==> config.mk <==
export PLATFORM = sky130hd
export DESIGN_NAME = t2t_msg_decoder
export DESIGN_NICKNAME = d
export VERILOG_FILES = /design/src/rtl/t2t_msg_decoder.sv
export SDC_FILE = /design/constraint.sdc
export NUM_CORES = 1
export LEC_CHECK = 0
export BUFFER_PORTS_ARGS = -buffer_cell sky130_fd_sc_hd__buf_2
export CAP_MARGIN = 20
export CELL_PAD_IN_SITES_DETAIL_PLACEMENT = 1
export CELL_PAD_IN_SITES_GLOBAL_PLACEMENT = 1
export CORE_ASPECT_RATIO = 1.5
export CORE_MARGIN = 1.5
export CORE_UTILIZATION = 36
export DETAILED_ROUTE_END_ITERATION = 6
export GPL_ROUTABILITY_DRIVEN = 0
export PLACE_DENSITY = 0.73
export REMOVE_ABC_BUFFERS = 1
export SLEW_MARGIN = 40
export SYNTH_ARGS = -nofsm -noshare
export SYNTH_HDL_FRONTEND = slang
export SYNTH_SLANG_ARGS = --single-unit
==> constraint.sdc <==
create_clock -name clk -period 22.1 [get_ports clk]
set_input_delay 2.21 -clock clk [delete_from_list [all_inputs] [get_ports clk]]
set_output_delay 2.21 -clock clk [all_outputs]
set_load 0.1 [all_outputs]
==> src/rtl/t2t_msg_decoder.sv <==
// t2t_msg_decoder: reassembles 3-beat Avalon-ST market-data packets and emits one
// {symid, price, volume} record per well-formed packet whose type matches
// MSG_TYPE_MATCH. Non-matching, runt, oversize and stray traffic is discarded.
// Optional build macro T2T_DEC_STATS_EN adds saturating drop_cnt / err_cnt outputs.
`timescale 1ns/1ps

module t2t_msg_decoder #(
    parameter logic [23:0] MSG_TYPE_MATCH = 24'h4E4557
`ifdef T2T_DEC_STATS_EN
    ,
    parameter int CNT_W = 16
`endif
) (
    input  logic             clk,
    input  logic             reset_n,
`ifdef T2T_DEC_STATS_EN
    output logic [CNT_W-1:0] drop_cnt,
    output logic [CNT_W-1:0] err_cnt,
`endif
    input  logic             in_valid,
    input  logic             in_sop,
    input  logic             in_eop,
    input  logic [63:0]      in_data,
    output logic             in_ready,
    output logic             out_valid,
    input  logic             out_ready,
    output logic [15:0]      out_symid,
    output logic [63:0]      out_price,
    output logic [31:0]      out_volume
);

    typedef enum logic [1:0] {
        S_IDLE  = 2'd0,
        S_BEAT2 = 2'd1,
        S_BEAT3 = 2'd2,
        S_SKIP  = 2'd3
    } state_t;

    state_t      r_state;
    state_t      w_state_nxt;
    state_t      w_sop_nxt;
    logic        w_fire;
    logic        w_start;
    logic        w_type_ok;
    logic        w_lat_b1;
    logic        w_lat_b2;
    logic        w_load;
    logic [15:0] r_symid;
    logic [23:0] r_price_up;
    logic [39:0] r_price_dn;
    logic [23:0] r_vol_up;

    // The output register can always take a new record when it is empty or retiring.
    assign in_ready  = ~out_valid | out_ready;
    assign w_fire    = in_valid & in_ready;
    assign w_start   = in_sop & ~in_eop;
    assign w_type_ok = (in_data[63:40] == MSG_TYPE_MATCH);

    // FSM state register; a reset mid-packet simply abandons the partial packet.
    always_ff @(posedge clk or negedge reset_n) begin
        if (!reset_n) begin
            r_state <= S_IDLE;
        end else begin
            r_state <= w_state_nxt;
        end
    end

    // Next state and latch strobes; any sop beat restarts framing identically in every state.
    always_comb begin
        w_state_nxt = r_state;
        w_lat_b1    = 1'b0;
        w_lat_b2    = 1'b0;
        w_load      = 1'b0;
        w_sop_nxt   = w_start ? (w_type_ok ? S_BEAT2 : S_SKIP) : S_IDLE;
        if (w_fire) begin
            if (in_sop) begin
                w_state_nxt = w_sop_nxt;
                w_lat_b1    = w_start;
            end else begin
                case (r_state)
                    S_IDLE: w_state_nxt = S_IDLE;
                    S_BEAT2: begin
                        if (in_eop) begin
                            w_state_nxt = S_IDLE;
                        end else begin
                            w_lat_b2    = 1'b1;
                            w_state_nxt = S_BEAT3;
                        end
                    end
                    S_BEAT3: begin
                        if (in_eop) begin
                            w_load      = 1'b1;
                            w_state_nxt = S_IDLE;
                        end else begin
                            w_state_nxt = S_SKIP;
                        end
                    end
                    S_SKIP: begin
                        if (in_eop) begin
                            w_state_nxt = S_IDLE;
                        end
                    end
                    default: w_state_nxt = S_IDLE;
                endcase
            end
        end
    end

    // Staging latches for beat1/beat2 fields; stale contents are never used without a fresh beat1.
    always_ff @(posedge clk) begin
        if (w_lat_b1) begin
            r_symid    <= in_data[39:24];
            r_price_up <= in_data[23:0];
        end
        if (w_lat_b2) begin
            r_price_dn <= in_data[63:24];
            r_vol_up   <= in_data[23:0];
        end
    end

    // Output record register: a load on the same edge as a retire replaces it with no bubble.
    always_ff @(posedge clk or negedge reset_n) begin
        if (!reset_n) begin
            out_valid  <= 1'b0;
            out_symid  <= '0;
            out_price  <= '0;
            out_volume <= '0;
        end else if (w_load) begin
            out_valid  <= 1'b1;
            out_symid  <= r_symid;
            out_price  <= {r_price_up, r_price_dn};
            out_volume <= {r_vol_up, in_data[63:56]};
        end else if (out_ready) begin
            out_valid  <= 1'b0;
        end
    end

`ifdef T2T_DEC_STATS_EN
    logic w_drop;
    logic w_err;

    function automatic logic [CNT_W-1:0] sat_inc(input logic [CNT_W-1:0] v);
        return (&v) ? v : v + 1'b1;
    endfunction

    // Drop: an accepted packet start whose type does not match.
    // Err: stray beat, runt (sop+eop or eop on beat2), restart inside BEAT2/BEAT3, oversize.
    assign w_drop = w_fire & w_start & ~w_type_ok;
    assign w_err  = w_fire & ((in_sop & in_eop)
                            | (in_sop & ((r_state == S_BEAT2) | (r_state == S_BEAT3)))
                            | (~in_sop & (r_state == S_IDLE))
                            | (~in_sop & in_eop & (r_state == S_BEAT2))
                            | (~in_sop & ~in_eop & (r_state == S_BEAT3)));

    // Saturating event counters, at most one increment each per cycle.
    always_ff @(posedge clk or negedge reset_n) begin
        if (!reset_n) begin
            drop_cnt <= '0;
            err_cnt  <= '0;
        end else begin
            if (w_drop) drop_cnt <= sat_inc(drop_cnt);
            if (w_err)  err_cnt  <= sat_inc(err_cnt);
        end
    end
`endif

endmodule

## Word-level counts from Yosys, hierarchy flattened

Cells that the tools add are included.

| storage, ports and cells | value |
|---|---|
| bits in registers | 219 |
| input port bits | 70 |
| output and inout port bits | 114 |

| operators by class | value |
|---|---|
| equality and inequality tests | 5 |
| muxes and demuxes | 19 |
| bitwise operators | 5 |
| reduce and logical (&&, ||, !) cells | 3 |

Operators by type and width:

| cell | count |
|---|---|
| $eq A24 B23 Y1 const B | 1 |
| $mux W1 | 12 |
| $mux W2 | 6 |
| $pmux W2 S4 | 1 |
| $eq A2 B2 Y1 const B | 2 |
| $ne A3 B3 Y1 const B | 1 |
| $and A1 B1 Y1 | 2 |
| $eq A2 B1 Y1 const B | 1 |
| $logic_not A2 Y1 | 1 |
| $not A1 Y1 | 2 |
| $reduce_and A2 Y1 | 1 |
| $reduce_bool A2 Y1 | 1 |
| $or A1 B1 Y1 | 1 |

## Depth between registers and ports, before layout

| logic depth | value |
|---|---|
| word-level depth | 5 |
| gate-level depth with buffers | 8 |

## Worst setup path after synthesis

Ideal clock, no wire load.

| timing | value |
|---|---|
| path type | input to register |
| start | input out_ready |
| end | register r_price_dn[0] (enable) |
| library setup time | 0.665 ns |
| arrival | 9.227 ns |
| path slack | 12.207 ns |
| stages | 3 |
| path buffers | 0 |
| cell sequence | nand2b_4 -> nand2_2 -> nor4b_1 |

| between the ends | value |
|---|---|
| longest elaborated chain between the ends | 3 |

Ends and longest elaborated chain:

| element | RTL line | text |
|---|---|---|
| start, declared | 26 | `input logic out_ready,` |
| $or A1 B1 Y1 | 54 | `assign in_ready = ~out_valid \| out_ready;` |
| $and A1 B1 Y1 | 55 | `assign w_fire = in_valid & in_ready;` |
| $mux W1 | 75 | `if (w_fire) begin` |
| named net w_lat_b2 | 46 | `logic w_lat_b2;` |
| end signal, assigned | 116 | `r_price_dn <= in_data[63:24];` |
| end, declared | 50 | `logic [39:0] r_price_dn;` |

The timed path passes the listed nets, and every way through them passes these cells.
A chain may end at the register's enable or synchronous reset.

## Worst setup path after layout

| timing | value |
|---|---|
| start | input out_ready |
| end | output in_ready |

| between the ends | value |
|---|---|
| longest elaborated chain between the ends | 1 |

Ends and longest elaborated chain:

| element | RTL line | text |
|---|---|---|
| $or A1 B1 Y1 | 54 |  |
| end, declared | 24 | `output logic in_ready,` |

No other way between the ends.

==> results.md <==
- Pin count of the biggest net entering global routing: slightly above 60
- Sequential share of the synthesized area: 76.4%
- Fin crit share: between 20% and 30%
- Mapped Cells: 376
- Detail-routed net length per standard cell: about 20 um
- Die Y: about 180 um
- H-tree levels: 1
- Number of search-and-repair iterations in the first detailed-routing pass: 4
- Die Width: 124 um
- TritonCTS clock tree: done
- CP Data Required Time: between 15 and 20 ns
- Leading cell types in the layout, fill and taps excluded: 182 x buf_2, 115 x dfrtp_1, 104 x edfxtp_1, 69 x mux2_4, 43 x mux2_2
- Area grow syn2layout: 24.9%
- Clock-pin slew of the registers on the worst-case setup and hold paths: approximately 0.060 ns
- Top cells by area, synth: edfxtp_1 40%, dfrtp_1 37%, mux2_4 13%, mux2_2 6.2%, buf_6 1.1%
- RSZ-0062 raised after global routing: false
- Post-CTS Repair Setup Buffers: 0
- Global Route Usage Sum: between 10% and 20%
- Max-Slew Margin vs Limit: around half
- Die ar.: 0.0227 mm^2
- Total via count after detailed routing: just over 4000
- Clock root buffer: clkbuf_16
- Initial antenna violation count: 3
- Count of synthesis-stage warnings from yosys: 0
- Time the final worst path needs with I/O delays and setup: 5.05 ns
- Routed wire length: around 17000 um
- Number of global-route vias before repair: 4630
- Wire length of the first global-routing pass: 25900 um
- #FFs+latches synth: roughly 220
- Clock sink count: 219
- Slew at the pin closest to its max-slew limit: between 0.7 and 0.8 ns
- Dominant cell type by area after synthesis: edfxtp_1
- Max-cap violation count: 0
- Cell area after synthesis: around 0.0079 mm^2
- Post-route DRC: 0
- Summed negative setup slack over all endpoints: 0 ns
- Fraction of layout instances using a drive strength above 1: between 50 and 60%
- NumNets Final: between 600 and 700
- Fin worst setup slack: between 15 and 20 ns
- Skew final: about 0.0086 ns
- HPWL reported at the end of detailed placement: roughly 11000 um
- Count of standard-cell rows: 66
- Number of buffers inserted during clock tree synthesis: 23
- Worst setup timing slack at the placement stage: ~17 ns
- Aggregate global routing overflow: 0
- Initial Utilization: between 30% and 40%
- Fraction of synthesized cell area taken by the top area cell type: just under 40%
- Port Buf Inserts: between 150 and 200
- Maximum clock insertion buffer count: 3
- # resized after CTS: 0
- CP endpoint kind: output port
- Maximum fanout along the worst path: 4
- Crit Path Class: in2out
- Path class of the lowest-slack min-delay path: reg2reg
- Via-to-Cell Ratio: approximately 4.6
- Most frequent standard cell in the layout excluding fill and tap cells: buf_2
- Filler cells: 2095
- Final number of setup-violating endpoints: 0
- Total area of sequential cells: approximately 0.006 mm^2
- Final hold viol count: 0
- Timing-limited maximum frequency: 0.198 GHz
- Max-slew violation count: 0
- Boundary Pins: 184
- Worst path arrival time: between 2 and 3 ns
- Number of violations reported at the end of detailed-routing iteration 0: roughly 180
- CTS Hold Bufs: 0
- Area of the placeable core: ~0.022 mm^2
- Distinct cell type count of the synthesized netlist: 28
- Startpoint type of the worst setup path: input port
- Worst-Skew Late Latency: about 0.49 ns
- Post-Synthesis Mean Instance Area: 20.9 um^2
- Final antenna-violating net count: 0
- Status: finished, final reports clean
- Multi-input gate area in the final layout: ~0.0017 mm^2
## stage by stage
stage / hold slack [ns] / util, % / cells / area, um^2
after global placement: 0.456 / 42.0 / 823 / 9050
after global routing: 0.485 / 45.5 / 866 / 9810
after CTS: 0.476 / 45.5 / 865 / 9810
after floorplan: 0.456 / - / 363 / 7740
after detailed placement: 0.466 / 42.1 / 824 / 9080
final: 0.469 / 45.5 / 867 / 9820
## flip-flops by register name, summed over array words and instances (netlist names)
signal,count
r_price_dn,40
r_vol_up,24
out_valid,1
out_price,64
out_volume,32
r_price_up,24
out_symid,16
r_symid,16
r_state,2
## worst paths after layout
check                           slack (ns)           from            end  depth (start not counted)
min in group asynchronous             1.70        reset_n  out_price[58]                          1
worst min-delay path                  0.47  r_price_up[9]  out_price[49]                          1
worst min register to register        0.47  r_price_up[9]  out_price[49]                          1
worst max register to register       19.38     r_state[0]   out_price[7]                          7
worst max-delay path                 17.05      out_ready       in_ready                          3
max in group asynchronous            19.22        reset_n  out_price[34]                          2
## kinds of logic (layout without fill, tap and decap cells)
group,Yosys count,count (layout),share of synthesized area (%)
AOI/OAI and AO/OA,4,4,0.382
adders and majority gates,3,3,0.478
buffers and inverters,17,234,1.64
DFF,219,219,76.4
and+or+nand+nor,21,21,1.77
other,0,2,0
muxes,112,112,19.4
## area by class of cell
type | instances | area share [%]
Inverter | 4 | 0.153
Multi-Input combinational cell | 140 | 17.8
Tap cell | 272 | 3.47
Antenna cell | 2 | 0.0510
Sequential cell | 219 | 61.1
Clock inverter | 9 | 0.701
Timing Repair Buffer | 189 | 10.0
Clock buffer | 32 | 6.72
## cell usage after synthesis (all sizes together)
library cell and number:
dfrtp 115, mux2 112, edfxtp 104, buf 12, nand2 5, inv 4
ha 3, nor2 3, nor4b 2, a21oi 1, and4b 1, clkbuf 1
nand2b 1, nand3 1, nand3b 1, nand4 1, nand4bb 1, nor3 1
nor3b 1, nor4 1, nor4bb 1, o311ai 1, o31ai 1, o41ai 1
or3 1
## routing by layer
metal | GRT usage [%] | vias to the layer above | part of all wire, %
met2 | 27.2 | 119 | 56
met1 | 16.5 | 2078 | 36
li1 | - | 1787 | -
met4 | 6.39 | 2 | 3.3
met5 | 0 | - | 0.071
met3 | 3.04 | 37 | 5.1
## worst max-delay path, cell delays in order
cell and delay, ns:
buf_2 0.08, nand2b_4 0.12, buf_2 0.42
Power is left out: the tool's default activity adds up to more than one toggle a clock period on the data nets, which glitch-free logic cannot reach.
